File: config.mk
export PLATFORM = sky130hd
export DESIGN_NAME = uart_tx_queue
export DESIGN_NICKNAME = d
export VERILOG_FILES = /design/src/rtl/uart_tx_queue.sv
export SDC_FILE = /design/constraint.sdc
export NUM_CORES = 1
export LEC_CHECK = 0
export ABC_CLOCK_PERIOD_IN_PS = 3400
export BUFFER_PORTS_ARGS = -buffer_cell sky130_fd_sc_hd__buf_2
export CELL_PAD_IN_SITES_DETAIL_PLACEMENT = 1
export CELL_PAD_IN_SITES_GLOBAL_PLACEMENT = 2
export CORE_MARGIN = 4
export CORE_UTILIZATION = 47
export DETAILED_ROUTE_END_ITERATION = 12
export PLACE_DENSITY = 0.78
export RECOVER_POWER = 100
export SLEW_MARGIN = 20
export SYNTH_ARGS = -nofsm -noshare
export SYNTH_HDL_FRONTEND = slang
export SYNTH_SLANG_ARGS = --single-unit
File: constraint.sdc
create_clock -name clk_i -period 3.4 [get_ports clk_i]
set_clock_uncertainty 0.2 [all_clocks]
set_input_delay 0.34 -clock clk_i [delete_from_list [all_inputs] [get_ports clk_i]]
set_output_delay 0.34 -clock clk_i [all_outputs]
set_load 0.02 [all_outputs]
File: src/rtl/uart_tx_queue.sv
`timescale 1ns/1ps
`default_nettype none
// ============================================================================
// Module      : uart_tx_queue
// Description : Byte FIFO that feeds a UART transmitter one frame at a time.
//               Optional synchronous flush enabled with UART_TXQ_FLUSH_EN.
// Revision    : 1.0 - initial release
// ============================================================================
module uart_tx_queue #(
  parameter int c_depth = 16
) (
  input  logic                     clk_i,
  input  logic                     rstn_i,
`ifdef UART_TXQ_FLUSH_EN
  input  logic                     flush_i,
`endif
  input  logic                     wr_valid_i,
  input  logic [7:0]               wr_data_i,
  output logic                     wr_ready_o,
  output logic                     tx_start_o,
  output logic [7:0]               tx_data_o,
  input  logic                     tx_done_tick_i,
  input  logic                     tx_active_i,
  output logic                     empty_o,
  output logic                     full_o,
  output logic [$clog2(c_depth):0] level_o
);

  localparam int c_addr_w = $clog2(c_depth);
  localparam int c_lvl_w  = c_addr_w + 1;

  typedef enum logic [0:0] {
    IDLE = 1'b0,
    WAIT = 1'b1
  } state_t;

  logic [7:0]          r_mem [c_depth];
  logic [c_addr_w-1:0] r_wr_ptr;
  logic [c_addr_w-1:0] r_rd_ptr;
  logic [c_lvl_w-1:0]  r_level;
  state_t              r_state;
  logic                r_tx_start;
  logic [7:0]          r_tx_data;

  logic w_full;
  logic w_empty;
  logic w_push;
  logic w_pop;

  assign w_full  = (r_level == c_lvl_w'(c_depth));
  assign w_empty = (r_level == '0);

`ifdef UART_TXQ_FLUSH_EN
  // A flush wins over both sides, so neither a write nor a pop may commit.
  assign w_push = wr_valid_i && !w_full && !flush_i;
  assign w_pop  = (r_state == IDLE) && !w_empty && !tx_active_i && !flush_i;
`else
  assign w_push = wr_valid_i && !w_full;
  assign w_pop  = (r_state == IDLE) && !w_empty && !tx_active_i;
`endif

  assign wr_ready_o = !w_full;
  assign empty_o    = w_empty;
  assign full_o     = w_full;
  assign level_o    = r_level;
  assign tx_start_o = r_tx_start;
  assign tx_data_o  = r_tx_data;

  always_ff @(posedge clk_i) begin
    if (w_push) begin
      r_mem[r_wr_ptr] <= wr_data_i;
    end
  end

  // Power-of-two depth lets the pointers wrap by natural overflow.
  always_ff @(posedge clk_i or negedge rstn_i) begin
    if (!rstn_i) begin
      r_wr_ptr <= '0;
      r_rd_ptr <= '0;
      r_level  <= '0;
    end else begin
      if (w_push) begin
        r_wr_ptr <= r_wr_ptr + 1'b1;
      end
      if (w_pop) begin
        r_rd_ptr <= r_rd_ptr + 1'b1;
      end
      case ({w_push, w_pop})
        2'b10:   r_level <= r_level + c_lvl_w'(1);
        2'b01:   r_level <= r_level - c_lvl_w'(1);
        default: r_level <= r_level;
      endcase
`ifdef UART_TXQ_FLUSH_EN
      if (flush_i) begin
        r_wr_ptr <= '0;
        r_rd_ptr <= '0;
        r_level  <= '0;
      end
`endif
    end
  end

  always_ff @(posedge clk_i or negedge rstn_i) begin
    if (!rstn_i) begin
      r_state    <= IDLE;
      r_tx_start <= 1'b0;
      r_tx_data  <= 8'h00;
    end else begin
      r_tx_start <= 1'b0;
      case (r_state)
        IDLE: begin
          if (w_pop) begin
            r_tx_start <= 1'b1;
            r_tx_data  <= r_mem[r_rd_ptr];
            r_state    <= WAIT;
          end
        end
        WAIT: begin
          if (tx_done_tick_i) begin
            r_state <= IDLE;
          end
        end
        default: r_state <= IDLE;
      endcase
    end
  end

endmodule
`default_nettype wire

==> qor.yml <==
pwr:
  p_sw_w: 0.00186
  power.density_mw_per_mm2: 871
  power_frac_seq_pct: 41.1
  p_leak_nw: 2.47
  ir_drop_mv: 0.329
  p_int_w: 0.00428
  power_frac_comb_pct: 27.3
  p_sw_share_pct: 30.3
  pwr-share-clk_pct: 31.6
setup_path:
  cp_top_family: "simple AND/OR/NAND/NOR gates"
  critical_path_required_ns: 3.50
  cp_cell_sequence: "nor4_1, nor2b_1, or3_1, inv_1, ha_1, ha_1, nor2b_1, o21ai_0, a21oi_1, or3b_2, xnor2_1"
  critPathBufInv: 1
  cpPeakStageDelay_ns: 0.45
  cp.depth: 11
  critPathKind: "flip-flop to flip-flop"
  slowest_stage: "or3b_2"
  reg2reg_depth: 11
  setup.worst_path.end_class: "flip-flop"
  cp_data_arrival_time_ns: 3.25
  cp_max_fo: 5
  cp-start-kind: "flip-flop"
logic_synthesis:
  syn_avg_cell_area_sq_um: 18.6
  synth_area_leaders: "edfxtp_1, dfrtp_1, mux4_1"
  yosysTopAreaCell: "edfxtp_1"
  synth_edf_count: 128
  synth_cells: 329
  synthFlopType: "edfxtp_1"
  synth_top_area_share_pct: 62.7
  ys_warn_count: 0
  syn_area_sq_mm: 0.00613
  synthDistinctLibCells: 34
  synth.net_count: 352
  postSynth.asyncResetShare_pct: 15.2
  ys_ff_latch: 151
  ys_seq_area_share_pct: 72.1
sta:
  timing.hold.ws_ns: 0.146
  hold_violations: 0
  worst_slack_ns: 0.249
  final.setup.tns_ns: 0
  worstMarginPinSlew_ns: 1.28
  period_share_pct: 92.7
  slew_violations: 0
  fmax_mhz: 317
  period_minus_slack_ns: 3.15
  rsz0062_at_grt: "no"
  slew_headroom_pct: 14.8
  setup_viol: 0
routing:
  vias: 3016
  drt_iter0_drc: 239
  avgRoutedWirePerCell_um: 22.1
  drt_wl_total_mm: 12.4
  drc: 0
  via_per_inst: 5.39
  drtAntennaViolNets: 0
  drtPass1Iterations: 4
place:
  place.gp.congestion: 0.750
  pre_cts_slack_ns: 0.221
  placed_cell_area_sq_mm: 0.00650
  io_buffers: 29
  dpl.hpwl_mm: 8.01
cells_and_area:
  layout_commonest_cell: "edfxtp_1"
  nets: 399
  final_layout_size_suffix_gt1_share_pct: 15.5
  antenna_cells: 0
  area_growth_pct: 15.1
  stdcell_area_sq_mm: 0.00706
  layout_common_cells: "edfxtp_1, clkbuf_1, nand2_1"
floorplanning:
  fp.dieW_um: 122
  die_h_um: 122
  rows: 41
  die_area_sq_mm: 0.0149
  initial_core_util_pct: 48.4
  coreArea_sq_mm: 0.0127
  ios: 30
grt:
  antenna_found_initial: 0
  grt_max_degree: 36
  grt-ovfl-total: 0
  grt_pass1_vias: 3271
  grt.total_usage_pct: 18.4
  grt_pass1_wl_mm: 19.6
worst_hold_path:
  hold_depth: 5
  hold_path_class: "primary input to flip-flop"
cts:
  path_clk_slew_ns: 0.06
  cts_inserted_buffers: 17
  tritoncts: "yes"
  cts_sinks: 151
  cts_resized: 0
  clockBufferDepth: 2
  cts_root_buf: "clkbuf_16"
  htree_levels: 4
  clk-insertion-delay-late_ns: 0.41
job:
  drv_cap: 0
outcome:
  status: "finished clean"
==> metrics by stage <==
stage / total power, W / utilization [%] / instances
floorplan: 0.00381 / - / 329
CTS: 0.00629 / 56.3 / 560
global placement: 0.00424 / 51.3 / 527
global route: 0.00651 / 55.7 / 560
finish: 0.00615 / 55.7 / 560
detailed placement: 0.00432 / 51.3 / 527
==> kinds of logic (layout without fill, tap and decap cells) <==
| kind of cell | count (synthesis) | after routing | share of synthesized area, % |
|---|---|---|---|
| multiplexers | 49 | 49 | 15.7 |
| AND/OR/NAND/NOR | 56 | 56 | 3.98 |
| XOR/XNOR | 10 | 10 | 1.43 |
| adder cells (fa/ha/maj) | 10 | 10 | 2.16 |
| AO/OA/AOI/OAI | 24 | 24 | 2.06 |
| buffers and inverters | 29 | 88 | 2.55 |
| flip-flops | 151 | 151 | 72.1 |
==> registers in the layout, indices dropped and copies added (netlist names) <==
name,count
r_mem,128
tx_data_o,8
level_o,5
r_rd_ptr,4
r_wr_ptr,4
r_state,1
tx_start_o,1
==> worst register-to-register path, stage by stage (launching register included) <==
cell and delay, ns:
dfrtp_1 0.43, nor4_1 0.37, nor2b_1 0.21, or3_1 0.14, inv_1 0.08, ha_1 0.24, ha_1 0.34, nor2b_1 0.14
o21ai_0 0.22, a21oi_1 0.10, or3b_2 0.45, xnor2_1 0.13
==> Yosys cell counts, types with 2 or more instances <==
cell and count:
o21ai_1 15, mux4_2 15, nand2b_1 2, mux2_2 8, edfxtp_1 128, nor3_1 4
dfrtp_1 23, o21ai_0 5, ha_1 9, clkbuf_1 4, nor2b_1 2, nand2_1 29
mux4_1 17, xnor2_1 8, inv_1 11, buf_2 7, a21oi_1 2, mux2i_1 9
buf_1 3, nor2_1 12, xor2_1 2, nand4_1 2
==> cell type report <==
type | instances | area [sq um]
multi-input combinational | 149 | 1560
fill | 1186 | 5610
clock inverter | 13 | 179
inverter | 11 | 41.3
tap | 172 | 215
clock buffer | 18 | 429
timing repair buffer | 46 | 216
sequential | 151 | 4420
==> power groups by stage <==
stage | Sequential [W] | Combinational (W) | Clock, W
5_1_grt | 0.00256 | 0.00186 | 0.00208
2_1_floorplan | 0.00253 | 0.00128 | 0
3_3_place_gp | 0.00253 | 0.00171 | 0
3_5_place_dp | 0.00256 | 0.00176 | 0
6_report | 0.00252 | 0.00168 | 0.00194
4_1_cts | 0.00253 | 0.00178 | 0.00198
==> what timing repair did <==
item | CTS | global route
hold buffers | 2 | 0
endpoints found under the hold margin | 24 | 0
buffers inserted | 0 | 0
==> path summary, 6_finish.rpt <==
check                        startpoint            to  slack, ns
hold reg to reg            tx_data_o[6]  tx_data_o[6]       0.28
hold / removal              tx_active_i   r_rd_ptr[1]       0.15
setup / recovery             level_o[0]    level_o[4]       0.25
setup reg to reg             level_o[0]    level_o[4]       0.25
max in group asynchronous        rstn_i   r_rd_ptr[0]       1.62
min in group asynchronous        rstn_i   r_rd_ptr[2]       0.53
==> metal layers <==
layer | up-vias | routed length (um) | GRT usage [%]
met3 | 4 | 464 | 4.38
met4 | 0 | 55 | 5.04
met1 | 1572 | 5490 | 24.7
li1 | 1373 | - | -
met5 | - | 0 | 0
met2 | 67 | 6400 | 30.3
Power figures use the tool's default switching activity.
